<file path="src/rtl/alu_reservation_station.sv">
// ALU reservation station: holds issued ops until both operands are known, dispatches lowest-index ready entry.
// Issue-to-dispatch latency one edge, wakeup-to-dispatch one edge; en=0 freezes everything, full_o stalls the decoder.
`ifndef OP_W
`define OP_W 6
`endif
`ifndef ROB_BIT
`define ROB_BIT 4
`endif
`ifndef DAT_W
`define DAT_W 32
`endif

module alu_reservation_station #(
  parameter int RS_N   = 8,
  parameter int RS_BIT = 3
) (
  input  logic                clk,
  input  logic                rst,
  input  logic                en,
  input  logic                clear_i,
  input  logic                iss_en_i,
  input  logic [`OP_W-1:0]    iss_op_i,
  input  logic                iss_ic_i,
  input  logic [`ROB_BIT-1:0] iss_qd_i,
  input  logic                iss_rdy_s_i,
  input  logic                iss_rdy_t_i,
  input  logic [`ROB_BIT-1:0] iss_qs_i,
  input  logic [`ROB_BIT-1:0] iss_qt_i,
  input  logic [`DAT_W-1:0]   iss_vs_i,
  input  logic [`DAT_W-1:0]   iss_vt_i,
  input  logic [`DAT_W-1:0]   iss_imm_i,
  input  logic [`DAT_W-1:0]   iss_pc_i,
  output logic                full_o,
  input  logic                cdb_alu_en_i,
  input  logic                cdb_lsb_en_i,
  input  logic [`ROB_BIT-1:0] cdb_alu_q_i,
  input  logic [`ROB_BIT-1:0] cdb_lsb_q_i,
  input  logic [`DAT_W-1:0]   cdb_alu_v_i,
  input  logic [`DAT_W-1:0]   cdb_lsb_v_i,
  output logic                alu_en_o,
  output logic [`OP_W-1:0]    alu_op_o,
  output logic                alu_ic_o,
  output logic [`ROB_BIT-1:0] alu_qd_o,
  output logic [`DAT_W-1:0]   alu_vs_o,
  output logic [`DAT_W-1:0]   alu_vt_o,
  output logic [`DAT_W-1:0]   alu_imm_o,
  output logic [`DAT_W-1:0]   alu_pc_o
);

  typedef struct packed {
    logic                valid;
    logic [`OP_W-1:0]    op;
    logic                ic;
    logic [`ROB_BIT-1:0] qd;
    logic                rdy_s;
    logic [`ROB_BIT-1:0] qs;
    logic [`DAT_W-1:0]   vs;
    logic                rdy_t;
    logic [`ROB_BIT-1:0] qt;
    logic [`DAT_W-1:0]   vt;
    logic [`DAT_W-1:0]   imm;
    logic [`DAT_W-1:0]   pc;
  } entry_t;

  entry_t              ent [RS_N];
  entry_t              iss_ent;
  logic [RS_N-1:0]     vld_vec;
  logic [RS_N-1:0]     rdy_vec;
  logic                disp_vld;
  logic [RS_BIT-1:0]   disp_idx;
  logic [RS_BIT-1:0]   free_idx;

  // Returns {rdy, value}; the ALU bus is checked first so it wins a tag collision.
  function automatic logic [`DAT_W:0] wake(input logic rdy, input logic [`ROB_BIT-1:0] q,
                                           input logic [`DAT_W-1:0] v);
    if (rdy) return {1'b1, v};
    if (cdb_alu_en_i && cdb_alu_q_i == q) return {1'b1, cdb_alu_v_i};
    if (cdb_lsb_en_i && cdb_lsb_q_i == q) return {1'b1, cdb_lsb_v_i};
    return {1'b0, v};
  endfunction

  always_comb begin
    for (int i = 0; i < RS_N; i++) begin
      vld_vec[i] = ent[i].valid;
      rdy_vec[i] = ent[i].valid & ent[i].rdy_s & ent[i].rdy_t;
    end
  end

  always_comb begin
    disp_vld = |rdy_vec;
    disp_idx = '0;
    free_idx = '0;
    for (int i = RS_N - 1; i >= 0; i--) begin
      if (rdy_vec[i])  disp_idx = RS_BIT'(i);
      if (!vld_vec[i]) free_idx = RS_BIT'(i);
    end
  end

  assign full_o = &vld_vec;

  always_comb begin
    iss_ent       = '0;
    iss_ent.valid = 1'b1;
    iss_ent.op    = iss_op_i;
    iss_ent.ic    = iss_ic_i;
    iss_ent.qd    = iss_qd_i;
    iss_ent.qs    = iss_qs_i;
    iss_ent.qt    = iss_qt_i;
    iss_ent.imm   = iss_imm_i;
    iss_ent.pc    = iss_pc_i;
    {iss_ent.rdy_s, iss_ent.vs} = wake(iss_rdy_s_i, iss_qs_i, iss_vs_i);
    {iss_ent.rdy_t, iss_ent.vt} = wake(iss_rdy_t_i, iss_qt_i, iss_vt_i);
  end

  always_ff @(posedge clk) begin
    if (rst) begin
      for (int i = 0; i < RS_N; i++) ent[i] <= '0;
      alu_en_o  <= 1'b0;
      alu_op_o  <= '0;
      alu_ic_o  <= 1'b0;
      alu_qd_o  <= '0;
      alu_vs_o  <= '0;
      alu_vt_o  <= '0;
      alu_imm_o <= '0;
      alu_pc_o  <= '0;
    end else if (en) begin
      if (clear_i) begin
        for (int i = 0; i < RS_N; i++) ent[i].valid <= 1'b0;
        alu_en_o <= 1'b0;
      end else begin
        for (int i = 0; i < RS_N; i++) begin
          if (ent[i].valid) begin
            {ent[i].rdy_s, ent[i].vs} <= wake(ent[i].rdy_s, ent[i].qs, ent[i].vs);
            {ent[i].rdy_t, ent[i].vt} <= wake(ent[i].rdy_t, ent[i].qt, ent[i].vt);
          end
        end
        alu_en_o <= disp_vld;
        if (disp_vld) begin
          ent[disp_idx].valid <= 1'b0;
          alu_op_o  <= ent[disp_idx].op;
          alu_ic_o  <= ent[disp_idx].ic;
          alu_qd_o  <= ent[disp_idx].qd;
          alu_vs_o  <= ent[disp_idx].vs;
          alu_vt_o  <= ent[disp_idx].vt;
          alu_imm_o <= ent[disp_idx].imm;
          alu_pc_o  <= ent[disp_idx].pc;
        end
        // free_idx always points at a slot that was empty before this edge, never the dispatched one
        if (iss_en_i && !full_o) ent[free_idx] <= iss_ent;
      end
    end
  end

endmodule

</file>
<file path="config.mk">
export PLATFORM = sky130hd
export DESIGN_NAME = alu_reservation_station
export DESIGN_NICKNAME = d
export VERILOG_FILES = /design/src/rtl/alu_reservation_station.sv
export SDC_FILE = /design/constraint.sdc
export NUM_CORES = 2
export LEC_CHECK = 0
export CORE_MARGIN = 3
export CORE_UTILIZATION = 33
export DETAILED_ROUTE_END_ITERATION = 8
export PLACE_DENSITY = 0.57
export SETUP_SLACK_MARGIN = 0.3
export SYNTH_ARGS = -nofsm -noshare
export SYNTH_HDL_FRONTEND = slang
export SYNTH_SLANG_ARGS = --single-unit
</file>
<file path="constraint.sdc">
create_clock -name clk -period 5.36 [get_ports clk]
set_input_delay 0.536 -clock clk [delete_from_list [all_inputs] [get_ports clk]]
set_output_delay 0.536 -clock clk [all_outputs]
set_load 0.02 [all_outputs]
</file>
# --- Word-level counts from Yosys, hierarchy flattened ---
# Index checks and enable logic that the tools add are counted.
op_classes:
  order_cmp: 4
  eq_ne: 36
  mux: 543
  n_bitwise: 19
  reduce_logical: 44
op_table:
  columns: ["cell", "n"]
  rows:
  - ["2-to-1 mux 1200 bit", 5]
  - ["2-to-1 mux 33 bit", 140]
  - ["bitwise mux 1200 bit", 2]
  - ["2-to-1 mux 32 bit", 32]
  - ["demux 150 bit (select 3 bit)", 2]
  - ["binary-select mux 150 bit (select 3 bit)", 1]
  - ["2-to-1 mux 1 bit", 341]
  - ["2-to-1 mux 150 bit", 2]
  - ["2-to-1 mux 149 bit", 2]
  - ["== test 4 bit", 36]
  - ["2-to-1 mux 3 bit", 16]
  - ["logical AND 1 bit", 39]
  - ["AND 1 bit", 16]
  - [">= comparator 4 bit (second input constant)", 2]
  - ["less-than comparator 4 x 1 -> 1 bit (second input constant)", 2]
  - ["NOT 3 -> 4 bit", 2]
  - ["AND reduction 8 bit", 1]
  - ["OR reduction 8 bit", 1]
  - ["AND reduction 3 bit", 1]
  - ["AND reduction 2 bit", 1]
  - ["logical NOT 1 bit", 1]
  - ["NOT 1 bit", 1]
word_totals:
  regBits: 1340
  in_bits: 228

# --- Longest topological paths before layout ---
depth:
  ltp_word: 31
  depth_mapped: 11
  ltp_nobuf: 7

# --- Worst setup path after synthesis ---
# No wires, ideal clock.
synth_timing:
  path_type: "input -> register"
  startpoint: "input cdb_lsb_q_i[3]"
  endpoint: "register ent[695] (netlist name)"
  setup_ns: 0.128
  t_arrival_ns: 2.418
  slack_ns: 2.814
  cell_stages: 9
  n_path_buf: 3
  cell_sequence: "buf_2 buf_2 xor2_1 nor4_1 o21ai_1 and2_1 clkbuf_1 a221oi_1 nor2_1"
synth_via:
  elab_chain_cells: 23
  word_cells_on_any_way: 33
  classes_between: "eq/ne (2); mux (29); reduce/logical (2)"
synth_rtl:
  columns: ["element", "line_no", "rtl"]
  rows:
  - ["from (decl)", "37", "input logic [`ROB_BIT-1:0] cdb_lsb_q_i,"]
  - ["== test 4 bit", "78", "if (cdb_lsb_en_i && cdb_lsb_q_i == q) return {1'b1, cdb_lsb_v_i};"]
  - ["logical AND 1 bit", "78", null]
  - ["2-to-1 mux 1 bit (2 in series)", "78", null]
  - ["2-to-1 mux 1 bit", "77", "if (cdb_alu_en_i && cdb_alu_q_i == q) return {1'b1, cdb_alu_v_i};"]
  - ["2-to-1 mux 1 bit", "132", "if (ent[i].valid) begin"]
  - ["2-to-1 mux 1 bit", "127", "if (clear_i) begin"]
  - ["2-to-1 mux 1 bit", "126", "end else if (en) begin"]
  - ["2-to-1 mux 1 bit", "116", "if (rst) begin"]
  - ["[6 not listed]", null, null]
  - ["2-to-1 mux 32 bit", "116", null]
  - ["bitwise mux 1200 bit", "139", "ent[disp_idx].valid <= 1'b0;"]
  - ["2-to-1 mux 1200 bit", "138", "if (disp_vld) begin"]
  - ["2-to-1 mux 1200 bit", "127", null]
  - ["2-to-1 mux 1200 bit", "126", null]
  - ["2-to-1 mux 1200 bit", "116", null]
  - ["bitwise mux 1200 bit", "149", "if (iss_en_i && !full_o) ent[free_idx] <= iss_ent;"]
  - ["2-to-1 mux 1200 bit (*)", "149", null]
  - ["to (signal, indexed assignment)", "149", null]
  - ["to (decl)", "65", "entry_t ent [RS_N];"]
# Mark *: on every way between the ends. The rest lies on a longest branch, timed or not. The select of a mux whose other input is x is not followed.
# A chain may end at the register's enable or synchronous reset.

# --- Final worst setup path ---
layout_timing:
  startpoint: "register ent[1199] (netlist name)"
  endpoint: "register alu_vs_o[30]"
layout_via:
  elab_chain_cells: 7
  word_cells_on_any_way: 9
  classes_between: "mux (4); bitwise (3); reduce/logical (2)"
layout_rtl:
  columns: ["element", "line_no", "rtl"]
  rows:
  - ["AND 1 bit (*) (2 in series)", "85", "rdy_vec[i] = ent[i].valid & ent[i].rdy_s & ent[i].rdy_t;"]
  - ["2-to-1 mux 3 bit", "94", "if (rdy_vec[i]) disp_idx = RS_BIT'(i);"]
  - ["NOT 3 -> 4 bit (implied by the code)", "143", "alu_vs_o <= ent[disp_idx].vs;"]
  - ["binary-select mux 150 bit (select 3 bit)", "143", null]
  - ["2-to-1 mux 149 bit (2 in series)", null, null]
  - ["to (signal assigned)", "143", null]
  - ["to (decl)", "44", "output logic [`DAT_W-1:0] alu_vs_o,"]
# Marked as above.

==> metrics <==
outcome=finished, final reports clean; crit path launch type=flop; width of the die=456 um; Iteration-0 DRC Markers=9,709; DR pass1 iterations=8; Mapped Cells=8,551; Synth Cell Area=66,900 um2; Routed WL per cell=28.5 um; routed vias=68,600; largest net degree at the start of global routing=208; H-tree depth=4; setup_tns=0 ns; Initial Utilization=33.4%; initial antenna violation count=40; CTS tree=yes; DP Wirelength=176,000 um; Commonest cells post-synth=nand2_1, dfxtp_1, a21oi_1; Main synth FF type=dfxtp_1; fmax=0.225 GHz; core area=201,000 um2; Clk Latency, worst-skew pair=0.83 ns; full die area=208,000 um2; Peak VDD IR=0.000338 V; critical path endpoint category=flop; ys async rst share=0%; leading post-synthesis cells by cell area=dfxtp_1, nand2_1, a21oi_1; Cell Pwr Density=289 nW/um2; Critical Path Fanout Max=24; Final ANT Viol Nets=0; Synth cell types=76; synthesized flop and latch total=1,340; Via density=6.16; Detailed Route WL=318,000 um; RSZ-0062 raised after global routing=false; Final Cycle Share=82.9%; Hold Vio Cnt, Final=0; clk buf depth=3; TritonCTS buffer count=152; hold buffer count at CTS=0; CTS root buf=clkbuf_16; GRT Overall Usage=29.0%; clk sinks=1,340; postcts setup bufs=0; grt ovf=0; IO buf count=368; Synthesized Nets=8,779; Die Height=456 um; worst rel slew slack=14.5%; Final min period=4.44 ns; Synth top area share=40.1%; biggest area consumer among synthesized cells=dfxtp_1; max-cap violation count=0; Avg Cell Area, Syn=7.83 um2; Post-synth EDFFs=0; register area share after synthesis=40.1%; Final #Nets=8,568; crit path DAT=5.11 ns; global-route wire length before repair=457,000 um; row cnt=164; layout cells sized above 1=8.78%; Worst-Margin Slew=1.28 ns; GPL Wtd Cong=0.908; vias in the first global route=66,200; Worst Path Required=6.03 ns; Hold Path Class=in -> reg; Final setup viols=0; Leakage Power=25.0 nW; # DRC=0; Clk pin slew, worst setup/hold paths=0.06 ns; CTS resizes=0; Setup CP Type=reg -> reg; Worst Skew=0.0282 ns; Layout area overhead=15.7%; Core Util, Final=38.6%; # IOs=369; yosys warns=0; most frequent cell after synthesis=nand2_1; final number of max-transition violations=0
-- registers in the layout, indices dropped and copies added, names as in the netlist --
| name | flops |
|---|---|
| alu_en_o | 1 |
| alu_ic_o | 1 |
| alu_imm_o | 32 |
| alu_op_o | 6 |
| alu_pc_o | 32 |
| alu_qd_o | 4 |
| alu_vs_o | 32 |
| alu_vt_o | 32 |
| ent | 1200 |
-- metrics by stage --
step	instance area (um2)	power (mW)	std cells	setup WS (ns)	hold WS, ns
after CTS	77400	22.4	11100	1.08	0.188
after global placement	72300	11.7	10800	1.10	0.436
after global routing	77400	23.0	11100	0.972	0.241
after detailed placement	72300	11.7	10800	1.12	0.442
final	77500	22.4	11100	0.918	0.230
after floorplan	66900	11.1	8551	2.81	0.429
-- power breakdown --
part           switching [mW]  internal [mW]
Combinational            1.04          0.480
Sequential             0.0296           10.0
Clock                    4.67           6.19
Total                    5.74           16.7
-- cells in the final DEF, fill, tap and decap left out, types with 86 or more instances in the layout --
cell type,instances
nor2_1,647
o221ai_1,126
a21oi_1,1104
a221o_1,107
mux2_2,94
a2bb2oi_1,118
buf_4,198
a221oi_1,246
clkbuf_16,152
o21ai_0,155
clkdlybuf4s50_1,367
dfxtp_1,1340
mux2i_1,399
or3_1,105
o221a_2,86
a22oi_1,182
nand2_1,2038
xor2_1,104
-- area by class of cell --
class | instances | area (um2)
diodes | 31 | 77.6
clock buffers | 225 | 4450
clock inverters | 43 | 644
fillers | 20300 | 123000
inverters | 29 | 111
multi-input cells | 6219 | 36200
flip-flops and latches | 1340 | 26800
well taps | 2656 | 3320
repair buffers | 598 | 5820
-- cells by family (layout without fill, tap and decap cells) --
kind of cell    Yosys count  count (layout)  synth area share (%)
mux                     496             496                  7.60
simple gates           3045            3045                  18.4
other cells               0              31                     0
flops                  1340            1340                  40.1
buf+inv                 992             895                  6.43
xor+xnor                144             144                  1.88
compound gates         2534            2534                  25.6
-- worst paths after layout --
kind                                 from           end  slack, ns  depth (start not counted)
worst max-delay path            ent[1199]  alu_vs_o[30]       0.92                         10
worst min-delay path                  rst     ent[1115]       0.23                          2
worst max register to register  ent[1199]  alu_vs_o[30]       0.92                         10
worst min register to register     ent[8]        ent[8]       0.45                          2
-- worst max-delay path, cell delays in order, from the launching register on --
cell,delay (ns)
dfxtp_1,0.78
and3_2,0.34
buf_4,0.43
nor2_4,0.09
a31oi_4,0.25
buf_12,0.30
buf_4,0.46
mux2_1,0.37
a2111oi_0,0.92
buf_4,0.23
o31ai_1,0.06
-- layer usage --
| layer | global-route usage [%] | vias up | share of wire (%) | wire, um |
|---|---|---|---|---|
| met5 | 0 | - | 0.042 | 134 |
| met4 | 17.7 | 20 | 6.6 | 21100 |
| met3 | 7.77 | 1204 | 11 | 36100 |
| met2 | 45.6 | 4576 | 44 | 141000 |
| met1 | 35.4 | 33000 | 37 | 119000 |
| li1 | - | 29800 | - | - |
(Power assumes the default switching activity.)
